<file path="config.mk">
export PLATFORM = sky130hd
export DESIGN_NAME = demux_1_4_stream_flat
export DESIGN_NICKNAME = d
export VERILOG_FILES = /design/src/rtl/demux_1_4_stream_if.sv /design/src/rtl/demux_1_4_stream.sv /design/src/flat_wrapper.sv
export SDC_FILE = /design/constraint.sdc
export NUM_CORES = 1
export LEC_CHECK = 0
export CAP_MARGIN = 0
export CORE_ASPECT_RATIO = 0.9
export CORE_MARGIN = 8
export CORE_UTILIZATION = 30
export CTS_CLUSTER_SIZE = 20
export DETAILED_ROUTE_END_ITERATION = 6
export PLACE_DENSITY = 0.57
export SYNTH_ARGS = -nofsm -noshare
export SYNTH_HDL_FRONTEND = slang
export SYNTH_SLANG_ARGS = --single-unit
</file>
<file path="constraint.sdc">
create_clock -name clk -period 1.8 [get_ports clk]
set_clock_uncertainty 0.15 [all_clocks]
set_input_delay 0.36 -clock clk [delete_from_list [all_inputs] [get_ports clk]]
set_output_delay 0.36 -clock clk [all_outputs]
set_load 0.005 [all_outputs]
</file>
<file path="src/rtl/demux_1_4_stream_if.sv">
// Stream bundle for the 1:4 packet demux.
//   in_data/in_sel/in_valid/in_last : shared producer word, destination and framing
//   in_ready                        : producer word accepted when in_valid & in_ready
//   out_data/out_valid/out_last     : four registered consumer channels, channel k at
//                                     out_data[k*WIDTH +: WIDTH]
//   out_ready                       : per-channel consumer ready
// Modports: master = producer/consumer side, slave = demux side.
interface demux_1_4_stream_if #(
  parameter int unsigned WIDTH = 16
);
  logic [WIDTH-1:0]   in_data;
  logic [1:0]         in_sel;
  logic               in_valid;
  logic               in_last;
  logic               in_ready;
  logic [4*WIDTH-1:0] out_data;
  logic [3:0]         out_valid;
  logic [3:0]         out_last;
  logic [3:0]         out_ready;

  modport master (
    output in_data, in_sel, in_valid, in_last, out_ready,
    input  in_ready, out_data, out_valid, out_last
  );

  modport slave (
    input  in_data, in_sel, in_valid, in_last, out_ready,
    output in_ready, out_data, out_valid, out_last
  );
endinterface

</file>
<file path="src/rtl/demux_1_4_stream.sv">
// Packet-aware 1:4 stream demux with one register stage per output channel.
// The destination is taken from in_sel on a packet's first word and locked until the
// word flagged last. Each channel keeps a wrapping count of completed packets.
// Ports:
//   clk, reset : rising-edge clock, synchronous active-high reset
//   bus        : stream bundle (slave view), see demux_1_4_stream_if
//   busy       : 1 while mid-packet
//   cur_sel    : channel locked for the current packet, 0 when idle
//   pkt_cnt    : channel k completed-packet count at [k*CNT_W +: CNT_W]
module demux_1_4_stream #(
  parameter int unsigned WIDTH = 16,
  parameter int unsigned CNT_W = 8
) (
  input  logic                 clk,
  input  logic                 reset,
  demux_1_4_stream_if.slave    bus,
  output logic                 busy,
  output logic [1:0]           cur_sel,
  output logic [4*CNT_W-1:0]   pkt_cnt
);

  typedef enum logic [0:0] {StIdle, StRoute} state_e;

  state_e             state_q;
  logic [1:0]         cur_sel_q;
  logic [4*WIDTH-1:0] out_data_q;
  logic [3:0]         out_valid_q;
  logic [3:0]         out_last_q;
  logic [4*CNT_W-1:0] pkt_cnt_q;

  logic [1:0] eff_sel;
  logic       in_ready;
  logic       accept;

  // Idle: the word itself names its channel. Mid-packet: the locked channel is used.
  // Ready depends combinationally on the target channel's out_ready.
  always_comb begin
    eff_sel  = (state_q == StIdle) ? bus.in_sel : cur_sel_q;
    in_ready = !out_valid_q[eff_sel] || bus.out_ready[eff_sel];
    accept   = bus.in_valid && in_ready;
  end

  always_ff @(posedge clk) begin
    if (reset) begin
      state_q     <= StIdle;
      cur_sel_q   <= '0;
      out_data_q  <= '0;
      out_valid_q <= '0;
      out_last_q  <= '0;
      pkt_cnt_q   <= '0;
    end else begin
      for (int k = 0; k < 4; k++) begin
        if (accept && (eff_sel == 2'(k))) begin
          // A new write wins over a simultaneous drain of the same channel.
          out_data_q[k*WIDTH +: WIDTH] <= bus.in_data;
          out_valid_q[k]               <= 1'b1;
          out_last_q[k]                <= bus.in_last;
          if (bus.in_last) begin
            pkt_cnt_q[k*CNT_W +: CNT_W] <= pkt_cnt_q[k*CNT_W +: CNT_W] + CNT_W'(1);
          end
        end else if (out_valid_q[k] && bus.out_ready[k]) begin
          out_valid_q[k] <= 1'b0;
        end
      end

      if (accept) begin
        unique case (state_q)
          StIdle: begin
            if (!bus.in_last) begin
              state_q   <= StRoute;
              cur_sel_q <= bus.in_sel;
            end
          end
          StRoute: begin
            if (bus.in_last) begin
              state_q   <= StIdle;
              cur_sel_q <= '0;
            end
          end
          default: state_q <= StIdle;
        endcase
      end
    end
  end

  assign bus.in_ready  = in_ready;
  assign bus.out_data  = out_data_q;
  assign bus.out_valid = out_valid_q;
  assign bus.out_last  = out_last_q;
  assign busy          = (state_q == StRoute);
  assign cur_sel       = cur_sel_q;
  assign pkt_cnt       = pkt_cnt_q;

endmodule

</file>
<file path="src/flat_wrapper.sv">
// flat-port wrapper written by rule: the top's interface ports become plain ports
module demux_1_4_stream_flat 
#(
  parameter int unsigned WIDTH = 16,
  parameter int unsigned CNT_W = 8
)
  (clk, reset, busy, cur_sel, pkt_cnt, bus_in_data, bus_in_sel, bus_in_valid, bus_in_last, bus_out_ready, bus_in_ready, bus_out_data, bus_out_valid, bus_out_last);
  demux_1_4_stream_if #(.WIDTH(WIDTH)) bus_i ();
  input  logic clk;
  input  logic reset;
  output logic busy;
  output logic [1:0] cur_sel;
  output logic [4*CNT_W-1:0] pkt_cnt;
  input wire logic [$bits(bus_i.in_data)-1:0] bus_in_data;
  input wire logic [$bits(bus_i.in_sel)-1:0] bus_in_sel;
  input wire logic [$bits(bus_i.in_valid)-1:0] bus_in_valid;
  input wire logic [$bits(bus_i.in_last)-1:0] bus_in_last;
  input wire logic [$bits(bus_i.out_ready)-1:0] bus_out_ready;
  output wire logic [$bits(bus_i.in_ready)-1:0] bus_in_ready;
  output wire logic [$bits(bus_i.out_data)-1:0] bus_out_data;
  output wire logic [$bits(bus_i.out_valid)-1:0] bus_out_valid;
  output wire logic [$bits(bus_i.out_last)-1:0] bus_out_last;
  assign bus_i.in_data = bus_in_data;
  assign bus_i.in_sel = bus_in_sel;
  assign bus_i.in_valid = bus_in_valid;
  assign bus_i.in_last = bus_in_last;
  assign bus_i.out_ready = bus_out_ready;
  assign bus_in_ready = bus_i.in_ready;
  assign bus_out_data = bus_i.out_data;
  assign bus_out_valid = bus_i.out_valid;
  assign bus_out_last = bus_i.out_last;
  demux_1_4_stream #(.WIDTH(WIDTH), .CNT_W(CNT_W)) u_core (.clk(clk), .reset(reset), .bus(bus_i), .busy(busy), .cur_sel(cur_sel), .pkt_cnt(pkt_cnt));
endmodule
</file>
==> impl_metrics.ini, run 1 <==
[run_status]
status = complete, but fails checks
violations = negative setup slack

[setup_path]
end_kind = output pin
worstPathRequired_ps = 1290
cp_cell_sequence = mux2i_4 -> mux4_2 -> buf_2
crit_fanout = 2
worstPathArrival_ps = 1660
max_stage_delay_ps = 540
cpMaxStageDelayCell = mux4_2
crit_type = register to output pin
startpoint_type = register

[sta]
setup_ws_ps = -365
finalHoldViolations = 0
slew_violations = 0
setup_viol = 95
fin_crit_ps = 2170
max_slew_margin_pct = 67.4
worstMarginPinSlew_ps = 482
fmax_mhz = 462
hold_ws_ps = 311
post-route-period-util_pct = 120
rsz0062_at_grt = true

[drt]
drt-vias-per-instance = 4.65
first_pass_iters = 4
drt_iter0_markers = 160
via_count = 3784
drc = 0
drt-total-wl_um = 13400
ant_nets = 0
post_drt_wl_per_cell_um = 16.5

[final_layout]
drive_gt1_share_pct = 26.7
diodes = 0
final_common_cell = clkdlybuf4s50_1
final_cell_mix = clkdlybuf4s50_1, nor2_1, dfxtp_1, mux2i_1, buf_4
area_delta_synth_final_pct = 65.6
fill_cells = 1278
fin_nets = 646
utilization_pct = 50.3

[pwr]
p_leak_uw = 0.00313
powerDensity_nw_per_um2 = 729
vdd_drop_max_mv = 0.700

[clocking]
cts_max_level = 3
cts_sinks = 107
numCtsBuffers = 9
clkTransAtPathRegs_ps = 70
cts_buffer_depth = 2
cts_tree = done
cts_hold_buf = 0
root_buffer = clkbuf_16
clk_latency_ps = 350

[global_route]
grtUsageTotal_pct = 14.8
antenna_found_initial = 0
grt_remaining_overflow = 0
grt_max_degree = 59
grt_pass1_vias = 3889
grt_pass1_wl_um = 21200

[job]
cap_violations = 0

[worst_hold_path]
hp-class = register to register

[synth]
syn_avg_cell_area_um2 = 9.84
ys.flop_type = dfxtp_1
synth_cell_types = 32
synthArstFlopShare_pct = 0
yosys_warnings = 0
ys_ff_latch = 107
syn_inst = 429
synth.net_count = 459
synth_edf_count = 0
syn_area_um2 = 4220
yosysSeqAreaShare_pct = 50.7

[place]
hpwl_um = 8980
place_congestion = 0.826
portBuffers = 133

[die]
die_width_um = 141
fp.coreArea_um2 = 13900
die_area_um2 = 18100
dieHeight_um = 129
rows = 41
pin_count = 134
start_util_pct = 30.4
power by group:
group	switching [uW]	total, uW	internal, uW
Sequential	48.3	2480	2430
Combinational	309	732	423
Clock	919	1880	963
Total	1280	5100	3820
area by class of cell:
cell class	instances	area (um2)	area share [%]
inverter	7	26.3	0.376
timing repair buffer	201	2120	30.3
multi-input combinational	290	2130	30.5
tap	193	241	3.45
clock inverter	5	45.0	0.644
sequential	107	2200	31.4
clock buffer	11	233	3.33
layer usage:
metal  part of all wire, %  wire length (um)  track usage, %  up-vias
li1                      -                 -               -     1893
met2                    46              6160            23.4       98
met3                    10              1400            8.44        6
met5                     0                 0               0        -
met1                    43              5740            17.3     1787
met4                  0.65                87            3.03        0
timing repair:
item / in CTS / in global routing
pin swaps: 35 / 26
setup buffers: 23 / 5
endpoints found under the setup margin: 124 / 117
gates cloned: 6 / 1
resized for setup: 81 / 69
cells in the mapped netlist, types with 4 or more instances:
| cell type | n | area, um2 |
|---|---|---|
| dfxtp_1 | 107 | 2140 |
| nor2_1 | 76 | 285 |
| mux2i_1 | 68 | 681 |
| a21oi_1 | 32 | 160 |
| nand2_1 | 16 | 60.1 |
| o21ai_0 | 13 | 65.1 |
| or3_1 | 13 | 81.3 |
| clkbuf_1 | 12 | 45.0 |
| nand3_1 | 12 | 60.1 |
| o31ai_1 | 10 | 75.1 |
| or4_1 | 10 | 75.1 |
| inv_1 | 7 | 26.3 |
| buf_2 | 6 | 30.0 |
| buf_4 | 6 | 45.0 |
| nand4_1 | 6 | 37.5 |
| and3_1 | 4 | 25.0 |
| ha_1 | 4 | 50.1 |
| nand2b_1 | 4 | 25.0 |
| xor2_1 | 4 | 35.0 |
critical path, delay by kind of cell, from the launching register on:
family | cells | cell delay (ps)
buffers and inverters | 1 | 150
flip-flops | 1 | 370
multiplexers | 2 | 780
through the flow:
| stage | setup WS, ps | area [um2] | cells | power [uW] | setup TNS [ps] |
|---|---|---|---|---|---|
| finish | -365 | 6990 | 814 | 5100 | -12450 |
| global route | -428 | 6990 | 814 | 5320 | -20590 |
| CTS | -395 | 6750 | 811 | 5160 | -12040 |
| detailed placement | -781 | 6000 | 768 | 3150 | -46280 |
| global placement | -738 | 6000 | 768 | 3140 | -43310 |
| floorplan | -165 | 4240 | 429 | 2800 | -278 |
flip-flops by register name, summed over array words and instances (netlist names):
register	flops
u_core.pkt_cnt	32
u_core.bus.out_data	64
u_core.bus.out_last	4
u_core.busy	1
u_core.bus.out_valid	4
u_core.cur_sel	2
worst paths after layout:
| path | end | slack, ps | startpoint | cells past startpoint |
|---|---|---|---|---|
| setup / recovery | bus_in_ready | -370 | u_core.busy | 3 |
| hold / removal | u_core.bus.out_last[1] | 310 | u_core.bus.out_last[1] | 2 |
| setup reg to reg | u_core.pkt_cnt[26] | -280 | u_core.busy | 10 |
| hold reg to reg | u_core.bus.out_last[1] | 310 | u_core.bus.out_last[1] | 2 |
kinds of logic (layout without fill, tap and decap cells):
logic type                 count (synthesis)  after routing  share of synthesized area [%]
xor gates and xnor gates                   5              5                           1.04
DFF                                      107            107                           50.7
adders and majority gates                  4              4                           1.19
and+or+nand+nor                          149            149                           17.0
AOI/OAI and AO/OA                         58             58                           7.74
muxes                                     74             74                           18.5
buffers and inverters                     32            224                           3.73
(Power assumes the default switching activity.)
==> run 2, diff against run 1 <==
Settings changed: GPL_ROUTABILITY_DRIVEN set to 0, SETUP_SLACK_MARGIN set to 0.3.
==> run 2 against run 1 <==
Net effect:
- the flow still finishes with violations (negative setup slack)
- non-clock buffer count is 32 higher
- fmax is 1.1% higher
- sequential power hardly changed
- core utilization is 2.0 points higher
- largest cell class is now non-clock buffers
- cell area is 4.0% higher
- hold slack worse by 170 ps
==> impl_metrics.ini, run 2 (synthesis gave the netlist of run 1 again) <==
[final_layout]
multiInputGateArea_um2 = 2150
final_common_cell = nor2_1
fin_nets = 678
fill_cells = 1285
utilization_pct = 52.3
largest_reg_flops = 64
drive_gt1_share_pct = 36.6
final_cell_mix = nor2_1, mux2i_1, dlygate4sd2_1, dfxtp_1, buf_4
diodes = 0
regArea_um2 = 2240
area_delta_synth_final_pct = 72.2

[worst_hold_path]
hold_path_end = u_core.bus.out_valid[2]
min-delay-start = reset
hp-class = primary input to register
whs_path_depth = 2

[die]
die_area_um2 = 18100
fp.coreArea_um2 = 13900
dieHeight_um = 129
rows = 41
pin_count = 134
start_util_pct = 30.4
die_width_um = 141

[setup_path]
worstPathArrival_ps = 1630
startpoint_type = register
rr_worst_depth = 8
end_kind = output pin
worstPathRequired_ps = 1290
ff2ff_setup_slack_ps = -310
worstReg2RegEnd = u_core.pkt_cnt[23]
reg2reg_from = u_core.busy
crit_type = register to output pin
crit_fanout = 2

[sta]
rsz0062_at_grt = true
setup_ws_ps = -341
hold_ws_ps = 146
fmax_mhz = 467
finalHoldViolations = 0
slew_violations = 0
worstMarginPinSlew_ps = 541
max_slew_margin_pct = 63.9
fin_crit_ps = 2140
setup_viol = 104
post-route-period-util_pct = 119

[pwr]
powerDensity_nw_per_um2 = 705
p_leak_uw = 0.00350
vdd_drop_max_mv = 0.517

[place]
portBuffers = 133
hpwl_um = 9280

[global_route]
grt_max_degree = 45
grt_pass1_vias = 4182
grt_remaining_overflow = 0
antenna_found_initial = 0
grtUsageTotal_pct = 15.6
grt_pass1_wl_um = 22400

[clocking]
numCtsBuffers = 9
cts_max_level = 3
root_buffer = clkbuf_16
cts_hold_buf = 0
clk_latency_ps = 350
cts_buffer_depth = 2
cts_tree = done
cts_sinks = 107
clkTransAtPathRegs_ps = 70

[drt]
post_drt_wl_per_cell_um = 17.2
ant_nets = 0
drc = 0
drt-vias-per-instance = 4.74
via_count = 4009
drt-total-wl_um = 14500
first_pass_iters = 4
drt_iter0_markers = 202

[run_status]
violations = negative setup slack
status = complete, but fails checks

[job]
cap_violations = 0
run 2: cell count changes in the layout (fill, tap and decap cells not counted), moves of 9 or more:
cell             before  now
dlymetal6s2s_1        9    0
buf_4                30   43
dfxtp_2              26   36
clkdlybuf4s15_1       0   31
dlygate4sd2_1         7   59
clkdlybuf4s50_1     114   22
clkbuf_2              0   12
dfxtp_1              75   57
buf_6                28   42
run 2: layout make-up:
type	count	share of cell area, %
Clock buffer	10	3.15
Clock inverter	6	0.671
Inverter	7	0.361
Multi-Input combinational cell	290	29.6
Sequential cell	107	30.8
Tap cell	193	3.32
Timing Repair Buffer	233	32.1
run 2: where the power goes:
group	internal [uW]	total (uW)	switching, uW
clock network	957	1880	919
logic	443	777	333
registers	2430	2470	46.5
total	3830	5130	1300
run 2: worst max-delay path by stage:
stage,endpoint,startpoint,cells past startpoint,slack [ps]
floorplan,u_core.busy,u_core.busy,5,-170
global placement,bus_in_ready,bus_in_sel[1],4,-720
detailed placement,bus_in_ready,bus_in_sel[1],4,-760
CTS,bus_in_ready,u_core.busy,3,-370
global route,bus_in_ready,u_core.busy,3,-410
finish,bus_in_ready,u_core.busy,3,-340
run 2: critical path: stages, from the launching register on:
cell and delay [ps]:
dfxtp_4 370, mux2i_4 230, mux4_2 530, buf_2 150
run 2: stage by stage:
stage	total power, uW	setup slack, ps	cells	TNS, ps	area [um2]
6_report	5130	-341	846	-18410	7270
5_1_grt	5360	-406	846	-25320	7270
4_1_cts	5160	-371	831	-13120	6970
3_5_place_dp	3150	-757	767	-50580	5990
3_3_place_gp	3140	-723	767	-45920	5990
2_1_floorplan	2820	-165	429	-302	4300
run 2: what timing repair did:
item | 4_1_cts | 5_1_grt
setup endpoints to repair | 215 | 153
buffers inserted | 42 | 13
pin swaps | 28 | 13
gates cloned | 6 | 2
resized for setup | 269 | 96
run 2: per-layer routing:
metal | share of wire (%) | global-route usage (%)
met2 | 47 | 25.5
met5 | 0 | 0
met1 | 41 | 17.6
met4 | 1.6 | 4.86
met3 | 10 | 7.77
==> run 3, diff against run 2 <==
--- a/config.mk
+++ b/config.mk
@@ -9,9 +9,9 @@
 export CORE_ASPECT_RATIO = 0.9
 export CORE_MARGIN = 8
-export CORE_UTILIZATION = 30
+export CORE_UTILIZATION = 42
 export CTS_CLUSTER_SIZE = 20
 export DETAILED_ROUTE_END_ITERATION = 6
 export GPL_ROUTABILITY_DRIVEN = 0
-export PLACE_DENSITY = 0.57
+export PLACE_DENSITY = 0.75
 export SETUP_SLACK_MARGIN = 0.3
 export SYNTH_ARGS = -nofsm -noshare
==> constraint.sdc (replaced) <==
create_clock -name clk -period 1.8 [get_ports clk]
set_clock_uncertainty 0.15 [all_clocks]
set_input_delay 0.36 -clock clk [delete_from_list [all_inputs] [get_ports clk]]
set_output_delay 0.36 -clock clk [all_outputs]
set_load 0.05 [all_outputs]
==> run 3 against run 2 <==
Net effect:
- the flow still finishes with violations (negative setup slack)
- critical path depth unchanged
- combinational power up 38%
- cell area down 3.4%
- largest cell class unchanged
==> impl_metrics.ini, run 3 (synthesis gave the netlist of run 1 again) <==
[clocking]
clkTransAtPathRegs_ps = 110
numCtsBuffers = 9
cts_max_level = 3
root_buffer = clkbuf_8
cts_sinks = 107
clk_latency_ps = 360
cts_tree = done
cts_buffer_depth = 2

[sta]
finalHoldViolations = 0
rsz0062_at_grt = true
max_slew_margin_pct = 67.2
slew_violations = 0
setup_ws_ps = -456
fin_crit_ps = 2260
post-route-period-util_pct = 125
setup_viol = 109
fmax_mhz = 443
worstMarginPinSlew_ps = 486
fin_setup_tns_ps = -31210

[pwr]
vdd_drop_max_mv = 0.543
p_leak_uw = 0.00326
powerDensity_nw_per_um2 = 711

[setup_path]
rr_worst_depth = 10
ff2ff_setup_slack_ps = -440
cp_cell_sequence = mux2i_4 -> mux4_2 -> buf_8
worstPathRequired_ps = 1290
max_stage_delay_ps = 570
worstPathArrival_ps = 1750
cpMaxStageDelayCell = mux4_2
startpoint_type = register
crit_type = register to output pin
reg2reg_from = u_core.busy
worstReg2RegEnd = u_core.pkt_cnt[20]
end_kind = output pin
crit_fanout = 2

[drt]
drt-total-wl_um = 13600
post_drt_wl_per_cell_um = 18.0
drt-vias-per-instance = 5.21
first_pass_iters = 4
ant_nets = 0
drt_iter0_markers = 169
via_count = 3940
drc = 0

[worst_hold_path]
whs_path_depth = 2
hp-class = primary input to register
min-delay-start = reset
hold_path_end = u_core.pkt_cnt[13]

[die]
dieHeight_um = 111
rows = 34
die_width_um = 122
start_util_pct = 43.3
die_area_um2 = 13500
pin_count = 134
fp.coreArea_um2 = 9740

[final_layout]
design_area_um2 = 7020
drive_gt1_share_pct = 43.8
fin_nets = 655
largest_reg_flops = 64
diodes = 0
final_cell_mix = buf_4, nor2_1, dfxtp_1, buf_6, mux2i_1
final_common_cell = buf_4
fill_cells = 695
area_delta_synth_final_pct = 66.3

[global_route]
grtUsageTotal_pct = 18.9
grt_remaining_overflow = 0
grtUsageMet2_pct = 31.6
met1_usage_pct = 21.0
top_usage_layer = met2
gr-usage-met3_pct = 8.55
antenna_found_initial = 0
grt_pass1_vias = 4079
grt_max_degree = 69
grt_pass1_wl_um = 20800

[job]
cap_violations = 0

[run_status]
violations = negative setup slack
status = complete, but fails checks

[place]
portBuffers = 133
dpl_cell_area_um2 = 5850
pre_cts_ws_ps = -534
hpwl_um = 8800
run 3: cell count changes in the layout (fill, tap and decap cells not counted), moves of 11 or more:
cell,change
clkdlybuf4s15_1,-31
dfxtp_1,+19
clkbuf_2,-12
buf_6,+29
dlygate4sd2_1,-58
dfxtp_4,-11
buf_12,+14
buf_4,+38
run 3: area by class of cell:
cell class	instances	area (um2)	share of cell area [%]
repair buffers	210	2350	33.5
well taps	126	158	2.25
multi-input cells	290	2110	30.0
inverters	7	26.3	0.374
clock inverters	7	68.8	0.980
clock buffers	9	124	1.76
flip-flops and latches	107	2190	31.2
run 3: worst max-delay path by stage:
stage | startpoint | end | slack [ps] | cells after the start
finish | u_core.busy | bus_in_ready | -460 | 3
global route | u_core.busy | u_core.pkt_cnt[20] | -540 | 10
CTS | u_core.busy | bus_in_ready | -480 | 3
detailed placement | bus_in_sel[1] | bus_in_ready | -530 | 4
global placement | bus_in_sel[1] | bus_in_ready | -490 | 4
floorplan | u_core.busy | u_core.busy | -470 | 5
run 3: critical path: cells and delay by family, from the launching register on:
kind / cells / cell delay (ps)
multiplexers: 2 / 820
flip-flops: 1 / 390
buffers and inverters: 1 / 180
run 3: stage by stage:
stage               hold slack [ps]  total power, uW  cells  util (%)
finish                          188             4990    756      72.1
global route                    169             5180    756      72.1
CTS                             169             4960    744      68.5
detailed placement              306             3390    697      60.1
global placement                297             3380    697      60.1
floorplan                       354             3070    429         -
run 3: metal layers:
metal	part of all wire, %	wire length, um	up-vias
li1	-	-	1894
met1	38	5210	1882
met2	50	6750	144
met3	11	1430	20
met4	1.4	189	0
met5	0	0	-
run 3: repair_timing:
item / in CTS / in global routing
gates cloned: 6 / 1
pin swaps: 22 / 23
hold buffers: 0 / 0
setup endpoints to repair: 131 / 142
setup buffers: 25 / 11
resized for setup: 84 / 67
run 3: report_power, final:
| group | switching [uW] | internal [uW] |
|---|---|---|
| Clock | 890 | 537 |
| Sequential | 55.9 | 2440 |
| Combinational | 586 | 481 |
